File: src/rtl/ram_fifo_ctrl_if.sv
// Producer/consumer handshake bundle for ram_fifo_ctrl.
// master drives push/pop and wdata; slave (the controller) answers with ready and read data.
interface ram_fifo_ctrl_if #(
    parameter int DATA_W = 32
);
    logic              push;
    logic [DATA_W-1:0] wdata;
    logic              push_ready;
    logic              pop;
    logic              pop_ready;
    logic [DATA_W-1:0] rdata;
    logic              rvalid;

    modport master (
        output push, wdata, pop,
        input  push_ready, pop_ready, rdata, rvalid
    );

    modport slave (
        input  push, wdata, pop,
        output push_ready, pop_ready, rdata, rvalid
    );
endinterface

File: src/rtl/ram_fifo_ctrl.sv
// FIFO controller in front of a single-port 64x32 ram; pop wins the port over push.
// Optional sticky overflow/underflow flags under FIFO_ERR_FLAGS_EN (ports tied to 0 otherwise).
module ram_fifo_ctrl #(
    parameter int DATA_W = 32,
    parameter int ADDR_W = 6
) (
    input  logic              clk,
    input  logic              reset_n,
    ram_fifo_ctrl_if.slave    fif,
    output logic              empty,
    output logic              full,
    output logic [ADDR_W:0]   count,
    output logic              ram_cen,
    output logic              ram_wen,
    output logic [ADDR_W-1:0] ram_addr,
    output logic [DATA_W-1:0] ram_din,
    input  logic [DATA_W-1:0] ram_dout,
    output logic              ovf_err,
    output logic              udf_err
);
    localparam int            STAGES = 1;
    localparam logic [ADDR_W:0] DEPTH = (ADDR_W+1)'(1 << ADDR_W);

    typedef struct packed {
        logic              cen;
        logic              wen;
        logic [ADDR_W-1:0] addr;
        logic [DATA_W-1:0] din;
    } ram_req_t;

    logic [ADDR_W-1:0] wr_ptr, rd_ptr;
    logic [ADDR_W:0]   cnt_q;
    logic [STAGES:1]   vld_pipe;
    logic              pop_acc, push_acc;
    ram_req_t          req;

    assign empty = (cnt_q == '0);
    assign full  = (cnt_q == DEPTH);
    assign count = cnt_q;

    assign pop_acc        = fif.pop && !empty;
    assign push_acc       = fif.push && !full && !pop_acc;
    assign fif.pop_ready  = !empty;
    assign fif.push_ready = !full && !pop_acc;

    // Port is idle-zero when nothing is accepted so ram dout reads back 0.
    always_comb begin
        req = '0;
        if (pop_acc) begin
            req.cen  = 1'b1;
            req.addr = rd_ptr;
        end else if (push_acc) begin
            req.cen  = 1'b1;
            req.wen  = 1'b1;
            req.addr = wr_ptr;
            req.din  = fif.wdata;
        end
    end

    assign ram_cen  = req.cen;
    assign ram_wen  = req.wen;
    assign ram_addr = req.addr;
    assign ram_din  = req.din;

    // Pointers wrap naturally at ADDR_W bits; count needs the extra bit to reach DEPTH.
    always_ff @(posedge clk) begin
        if (!reset_n) begin
            wr_ptr   <= '0;
            rd_ptr   <= '0;
            cnt_q    <= '0;
            vld_pipe <= '0;
        end else begin
            vld_pipe <= STAGES'({vld_pipe, pop_acc});
            if (pop_acc) begin
                rd_ptr <= rd_ptr + 1'b1;
                cnt_q  <= cnt_q - 1'b1;
            end else if (push_acc) begin
                wr_ptr <= wr_ptr + 1'b1;
                cnt_q  <= cnt_q + 1'b1;
            end
        end
    end

    assign fif.rvalid = vld_pipe[STAGES];
    assign fif.rdata  = fif.rvalid ? ram_dout : '0;

`ifdef FIFO_ERR_FLAGS_EN
    logic ovf_q, udf_q;

    always_ff @(posedge clk) begin
        if (!reset_n) begin
            ovf_q <= 1'b0;
            udf_q <= 1'b0;
        end else begin
            if (fif.push && full) ovf_q <= 1'b1;
            if (fif.pop && empty) udf_q <= 1'b1;
        end
    end

    assign ovf_err = ovf_q;
    assign udf_err = udf_q;
`else
    assign ovf_err = 1'b0;
    assign udf_err = 1'b0;
`endif
endmodule

File: src/flat_wrapper.sv
// flat-port wrapper written by rule: the top's interface ports become plain ports
module ram_fifo_ctrl_flat 
#(
    parameter int DATA_W = 32,
    parameter int ADDR_W = 6
)
  (clk, reset_n, empty, full, count, ram_cen, ram_wen, ram_addr, ram_din, ram_dout, ovf_err, udf_err, fif_push, fif_wdata, fif_pop, fif_push_ready, fif_pop_ready, fif_rdata, fif_rvalid);
  ram_fifo_ctrl_if #(.DATA_W(DATA_W)) fif_i ();
  input  logic clk;
  input  logic reset_n;
  output logic empty;
  output logic full;
  output logic [ADDR_W:0] count;
  output logic ram_cen;
  output logic ram_wen;
  output logic [ADDR_W-1:0] ram_addr;
  output logic [DATA_W-1:0] ram_din;
  input  logic [DATA_W-1:0] ram_dout;
  output logic ovf_err;
  output logic udf_err;
  input wire logic [$bits(fif_i.push)-1:0] fif_push;
  input wire logic [$bits(fif_i.wdata)-1:0] fif_wdata;
  input wire logic [$bits(fif_i.pop)-1:0] fif_pop;
  output wire logic [$bits(fif_i.push_ready)-1:0] fif_push_ready;
  output wire logic [$bits(fif_i.pop_ready)-1:0] fif_pop_ready;
  output wire logic [$bits(fif_i.rdata)-1:0] fif_rdata;
  output wire logic [$bits(fif_i.rvalid)-1:0] fif_rvalid;
  assign fif_i.push = fif_push;
  assign fif_i.wdata = fif_wdata;
  assign fif_i.pop = fif_pop;
  assign fif_push_ready = fif_i.push_ready;
  assign fif_pop_ready = fif_i.pop_ready;
  assign fif_rdata = fif_i.rdata;
  assign fif_rvalid = fif_i.rvalid;
  ram_fifo_ctrl #(.DATA_W(DATA_W), .ADDR_W(ADDR_W)) u_core (.clk(clk), .reset_n(reset_n), .fif(fif_i), .empty(empty), .full(full), .count(count), .ram_cen(ram_cen), .ram_wen(ram_wen), .ram_addr(ram_addr), .ram_din(ram_din), .ram_dout(ram_dout), .ovf_err(ovf_err), .udf_err(udf_err));
endmodule
File: config.mk
export PLATFORM = sky130hd
export DESIGN_NAME = ram_fifo_ctrl_flat
export DESIGN_NICKNAME = d
export VERILOG_FILES = /design/src/rtl/ram_fifo_ctrl_if.sv /design/src/rtl/ram_fifo_ctrl.sv /design/src/flat_wrapper.sv
export SDC_FILE = /design/constraint.sdc
export NUM_CORES = 1
export LEC_CHECK = 0
export ABC_AREA = 1
export CORE_AREA = 2 2 77 79
export DETAILED_ROUTE_END_ITERATION = 10
export DIE_AREA = 0 0 79 81
export GPL_ROUTABILITY_DRIVEN = 0
export PLACE_DENSITY_LB_ADDON = 0.1
export SLEW_MARGIN = 5
export SYNTH_ARGS = -nofsm -noshare
export SYNTH_HDL_FRONTEND = slang
export SYNTH_SLANG_ARGS = --single-unit
File: constraint.sdc
create_clock -name clk -period 2.25 [get_ports clk]
set_input_delay 0.45 -clock clk [delete_from_list [all_inputs] [get_ports clk]]
set_output_delay 0.45 -clock clk [all_outputs]
set_load 0.02 [all_outputs]
==> results.toml, run 1 <==
[worst_setup_path]
cp_slowest_cell = "clkdlybuf4s50_1"
cp-end-kind = "output port"
crit_type = "input pin to output port"
crit_chain = "clkdlybuf4s50_1, inv_1, nor2_4, nand2_4, o22ai_1, clkdlybuf4s15_1"
worstPathRequired_ns = 1.80
crit_path_start_kind = "input pin"
critPathArrivalTime_ns = 1.75
max_stage_delay_ns = 0.47
path_max_fanout = 6

[final_layout]
final_common_cell = "clkdlybuf4s50_1"
diodes = 0
nNetsFinal = 558
postLayoutCoreUtil_pct = 61.2
syn_to_final_growth_pct = 99.7
seq_area_um2 = 400
drive_gt1_share_pct = 17.5
multiInputGateArea_um2 = 1020
final_cell_mix = "clkdlybuf4s50_1, inv_1, nand2_1, nor2_1, buf_2"
fin_cells = 556
nFillCells = 572

[yosys]
synth_cell_types = 29
seq_area_frac_synth_pct = 23.0
avgSynthCellArea_um2 = 5.67
yosysWarnings = 0
synth-seq-cells = 20
syn-instance-count = 307
synth_area_um2 = 1740

[sta]
rsz0062_at_grt = "yes"
finalSetupViolCount = 0
fin_crit_sh_pct = 97.7
fin_ws_ns = 0.0528
slew_viol_final = 0
fin_worst_skew_ns = 0.00310
hold_violations = 0
fmax_mhz = 455
post-route-min-period_ns = 2.20
tns_ns = 0

[cts]
cts_max_path_buffers = 2
postCtsHoldBufs = 0
root_buffer = "clkbuf_8"
clk_latency_ns = 0.26
cts.clk_slew.worst_paths_ns = 0.08
cts_tree = "built"
cts_made_buffers = 3
cts.htree.levels = 1
clock_sinks = 20

[floorplan]
core_um2 = 5680
rows = 28
fp.dieH_um = 81
io_pins = 154
start_util_pct = 30.7
die-area_um2 = 6400
die_w_um = 79

[job]
maxCapViolCount = 0

[global_routing]
grt_use_met3_pct = 4.89
antenna_found_initial = 0
grt_max_degree = 34
use_met1_pct = 19.2
grt_busiest_layer = "met2"
globalRouteTotalUtil_pct = 16.9
grt_pass1_vias = 2053
grt_pass1_wl_um = 8970
met2_usage_pct = 32.0
grt_overflow_total = 0

[placed_design]
io_buffer_count = 151
dp.cells = 549
place_ws_ns = -0.417
dp_hpwl_um = 4680

[power]
p_leak_nw = 1.92
powerDensity_nw_per_um2 = 814
power.total_mw = 2.83
ir_worst_vdd_v = 0.000726

[route]
antenna_left = 0
vias = 2318
dr.pass1.iters = 4
drt-vias-per-instance = 4.17
drt-initial-drc-count = 84
drc = 0
wl_um = 5890
wl_per_cell_um = 10.6

[hold_path]
hold_path.class = "register to register"

[status]
status = "completed"
==> cell families (layout without fill, tap and decap cells) <==
group / count (synthesis) / count (layout) / share of synthesized area [%]
AO/OA/AOI/OAI: 39 / 39 / 12.2
adder cells (fa/ha/maj): 8 / 8 / 6.18
XOR/XNOR: 10 / 10 / 5.03
flip-flops: 20 / 20 / 23.0
other: 1 / 2 / 0.215
buffers and inverters: 96 / 268 / 22.4
AND/OR/NAND/NOR: 133 / 134 / 30.9
==> cells in the mapped netlist, drive strengths merged <==
library cell	number	area (um^2)
inv	84	315
nand2	71	279
nor2	50	193
dfxtp	20	400
a21oi	19	95.1
o21ai	15	86.3
buf	9	63.8
xor2	8	70.1
ha	7	87.6
nand3	5	25.0
clkbuf	3	11.3
nand4	3	18.8
o22ai	3	18.8
a31oi	2	12.5
nor3	2	10.0
xnor2	2	17.5
and2	1	6.26
conb	1	3.75
fa	1	20.0
or2	1	6.26
==> metal layers <==
metal / vias up / part of all wire, % / wire length [um]
met3: 2 / 7.5 / 443
met2: 70 / 50 / 2930
li1: 1239 / - / -
met4: 0 / 0.27 / 16
met5: - / 0 / 0
met1: 1007 / 43 / 2510
==> sequential cells by signal (all words and copies together) (netlist names) <==
| signal | count |
|---|---|
| u_core.wr_ptr | 6 |
| u_core.rd_ptr | 6 |
| u_core.count | 7 |
| u_core.fif.rvalid | 1 |
==> metrics by stage <==
| stage | hold slack (ns) | instance area, um^2 |
|---|---|---|
| detailed placement | 0.458 | 3500 |
| global placement | 0.450 | 3500 |
| finish | 0.468 | 3480 |
| CTS | 0.471 | 3560 |
| global route | 0.515 | 3480 |
| floorplan | 0.444 | 1750 |
==> critical path: cells and delay by family <==
kind | cells | cell delay (ns)
buffers and inverters | 3 | 0.88
AO/OA/AOI/OAI | 1 | 0.15
AND/OR/NAND/NOR | 2 | 0.26
==> cell type report <==
cell class              count  area share, %
flip-flops and latches     20           11.5
clock inverters             1          0.864
repair buffers            180           45.3
clock buffers               3           1.19
well taps                  75           2.70
inverters                  84           9.07
multi-input cells         193           29.3
==> worst paths after layout <==
| path | from | to | slack [ns] | cells after the start |
|---|---|---|---|---|
| setup / recovery | fif_push | ram_addr[0] | 0.05 | 6 |
| hold reg to reg | u_core.rd_ptr[5] | u_core.rd_ptr[5] | 0.47 | 2 |
| hold / removal | u_core.rd_ptr[5] | u_core.rd_ptr[5] | 0.47 | 2 |
| setup reg to reg | u_core.count[4] | u_core.count[6] | 0.17 | 15 |
==> power breakdown <==
group / leakage, nW / switching (mW) / internal [mW]
Combinational: 1.72 / 1.04 / 0.943
Clock: 0.0357 / 0.132 / 0.238
Sequential: 0.164 / 0.0484 / 0.429
==> timing repair <==
item / CTS / global route
hold endpoints to repair: 0 / 0
pin swaps: 0 / 2
gates cloned: 0 / 1
gates resized for setup: 120 / 43
endpoints found under the setup margin: 43 / 36
buffers inserted: 0 / 2
(Power assumes the default switching activity.)
==> run 2: changes to the inputs <==
--- a/config.mk
+++ b/config.mk
@@ -10,7 +10,7 @@
 export DETAILED_ROUTE_END_ITERATION = 10
 export DIE_AREA = 0 0 79 81
 export GPL_ROUTABILITY_DRIVEN = 0
-export PLACE_DENSITY_LB_ADDON = 0.1
+export PLACE_DENSITY = 0.81
 export SLEW_MARGIN = 5
 export SYNTH_ARGS = -nofsm -noshare
 export SYNTH_HDL_FRONTEND = slang
==> run 2 against run 1 <==
Largest power group unchanged. Via count rose by 1.9%. Global-route usage rose by 0.83 points. Critical endpoint is now ram_addr[3]. Flip-flop and latch count did not move. Design area fell by 1.9%. Sequential share of layout area rose by 0.22 points.
==> results.toml, run 2 (synthesis results as in run 1) <==
[global_routing]
grt_pass1_wl_um = 9290
antenna_found_initial = 0
globalRouteTotalUtil_pct = 17.7
grt_max_degree = 34
grt_overflow_total = 0
grt_pass1_vias = 2160

[worst_setup_path]
r2r-end = "u_core.count[6]"
critPathArrivalTime_ns = 1.79
crit_type = "input pin to output port"
crit_path_start_kind = "input pin"
path_max_fanout = 9
r2r_start = "u_core.count[4]"
worstPathRequired_ns = 1.80
cp-end-kind = "output port"
reg2reg_depth = 13
r2r_slack_ns = 0.13

[power]
p_seq_share_pct = 17.4
power.total_mw = 2.74
p_leak_nw = 1.90
powerDensity_nw_per_um2 = 804
ir_worst_vdd_v = 0.000658
power_frac_comb_pct = 69.2
switchingPower_mw = 1.19
clockPowerShare_pct = 13.4
p_int_mw = 1.55
switching_share_pct = 43.3

[placed_design]
dp_hpwl_um = 4930
place_area_um2 = 3500
io_buffer_count = 151

[final_layout]
final_cell_mix = "clkdlybuf4s50_1, inv_1, nand2_1, nor2_1, buf_4"
multiInputGateArea_um2 = 963
final_common_cell = "clkdlybuf4s50_1"
nFillCells = 548
postLayoutCoreUtil_pct = 60.1
syn_to_final_growth_pct = 95.9
postLayoutCellArea_um2 = 3410
nNetsFinal = 555
diodes = 0
seq_area_um2 = 400
largest_register_ffs = 7
drive_gt1_share_pct = 16.1

[floorplan]
core_um2 = 5680
start_util_pct = 30.7
fp.dieH_um = 81
die_w_um = 79
io_pins = 154
rows = 28
die-area_um2 = 6400

[route]
wl_per_cell_um = 10.8
drc = 0
drt-vias-per-instance = 4.27
drt-initial-drc-count = 118
vias = 2361
antenna_left = 0
dr.pass1.iters = 4
wl_um = 5970

[cts]
clk_latency_ns = 0.26
clock_sinks = 20
root_buffer = "clkbuf_8"
cts_made_buffers = 3
cts_max_path_buffers = 2
cts_setup_buffers = 0
cts_tree = "built"
cts.htree.levels = 1
cts.clk_slew.worst_paths_ns = 0.08

[hold_path]
hp-start = "u_core.rd_ptr[4]"
hold_path.class = "register to register"
min_path_cells = 2
holdPathEnd = "u_core.rd_ptr[4]"

[sta]
post-route-min-period_ns = 2.24
whs_ns = 0.466
rsz0062_at_grt = "yes"
slew_viol_final = 0
fin_worst_skew_ns = 0.00192
fmax_mhz = 446
hold_violations = 0
finalSetupViolCount = 0
fin_crit_sh_pct = 99.6

[status]
status = "completed"

[job]
maxCapViolCount = 0
## run 2: cell types whose count changed in the layout (fill, tap and decap cells not counted), sizes merged
cell and change:
dlymetal6s2s +1, clkdlybuf4s50 +1, buf -18, dlygate4sd2 -2, clkbuf +16, nand2 -1
## run 2: repair_timing
action / in CTS / in global routing
hold buffers: 0 / 0
endpoints found under the setup margin: 42 / 43
hold endpoints to repair: 0 / 0
resized for setup: 94 / 45
pin swaps: 0 / 1
## run 2: routing by layer
metal	track usage [%]	share of wire (%)	up-vias
li1	-	-	1231
met1	18.6	41	1046
met4	4.14	1.6	0
met5	0	0	-
met3	5.56	8.3	11
met2	34.4	49	73
## run 2: worst max-delay path by stage
stage	end	from
final	ram_addr[3]	fif_push
after global routing	ram_addr[3]	fif_push
after CTS	ram_din[15]	fif_push
after detailed placement	ram_din[14]	fif_push
after global placement	ram_addr[1]	fif_push
after floorplan	u_core.count[6]	u_core.count[0]
## run 2: area by class of cell
type / count / share of cell area (%)
sequential: 20 / 11.7
multi-input combinational: 192 / 28.3
tap: 75 / 2.75
inverter: 84 / 9.25
timing repair buffer: 178 / 45.9
clock buffer: 3 / 1.21
clock inverter: 1 / 0.881
## run 2: per-stage QoR
step | setup WS (ns) | std cells | setup TNS [ns]
2_1_floorplan | 0.00357 | 308 | 0
3_3_place_gp | -0.353 | 549 | -13.54
3_5_place_dp | -0.379 | 549 | -14.13
4_1_cts | 0.000400 | 553 | 0
5_1_grt | -0.0994 | 553 | -0.108
6_report | 0.00940 | 553 | 0
## run 2: critical path, stage by stage
cell and delay [ns]:
clkdlybuf4s50_1 0.47, inv_1 0.05, nor2_2 0.14, nand2_4 0.11
inv_2 0.08, nand2_1 0.04, o21ai_0 0.09, clkdlybuf4s15_1 0.35
## run 2: power by group through the flow
stage                     logic (mW)  clock network, mW  registers, mW
after floorplan                0.931                  0          0.572
after global placement          1.95                  0          0.481
after detailed placement        1.98                  0          0.484
after CTS                       1.95              0.374          0.477
after global routing            2.06              0.389          0.486
final                           1.90              0.367          0.478
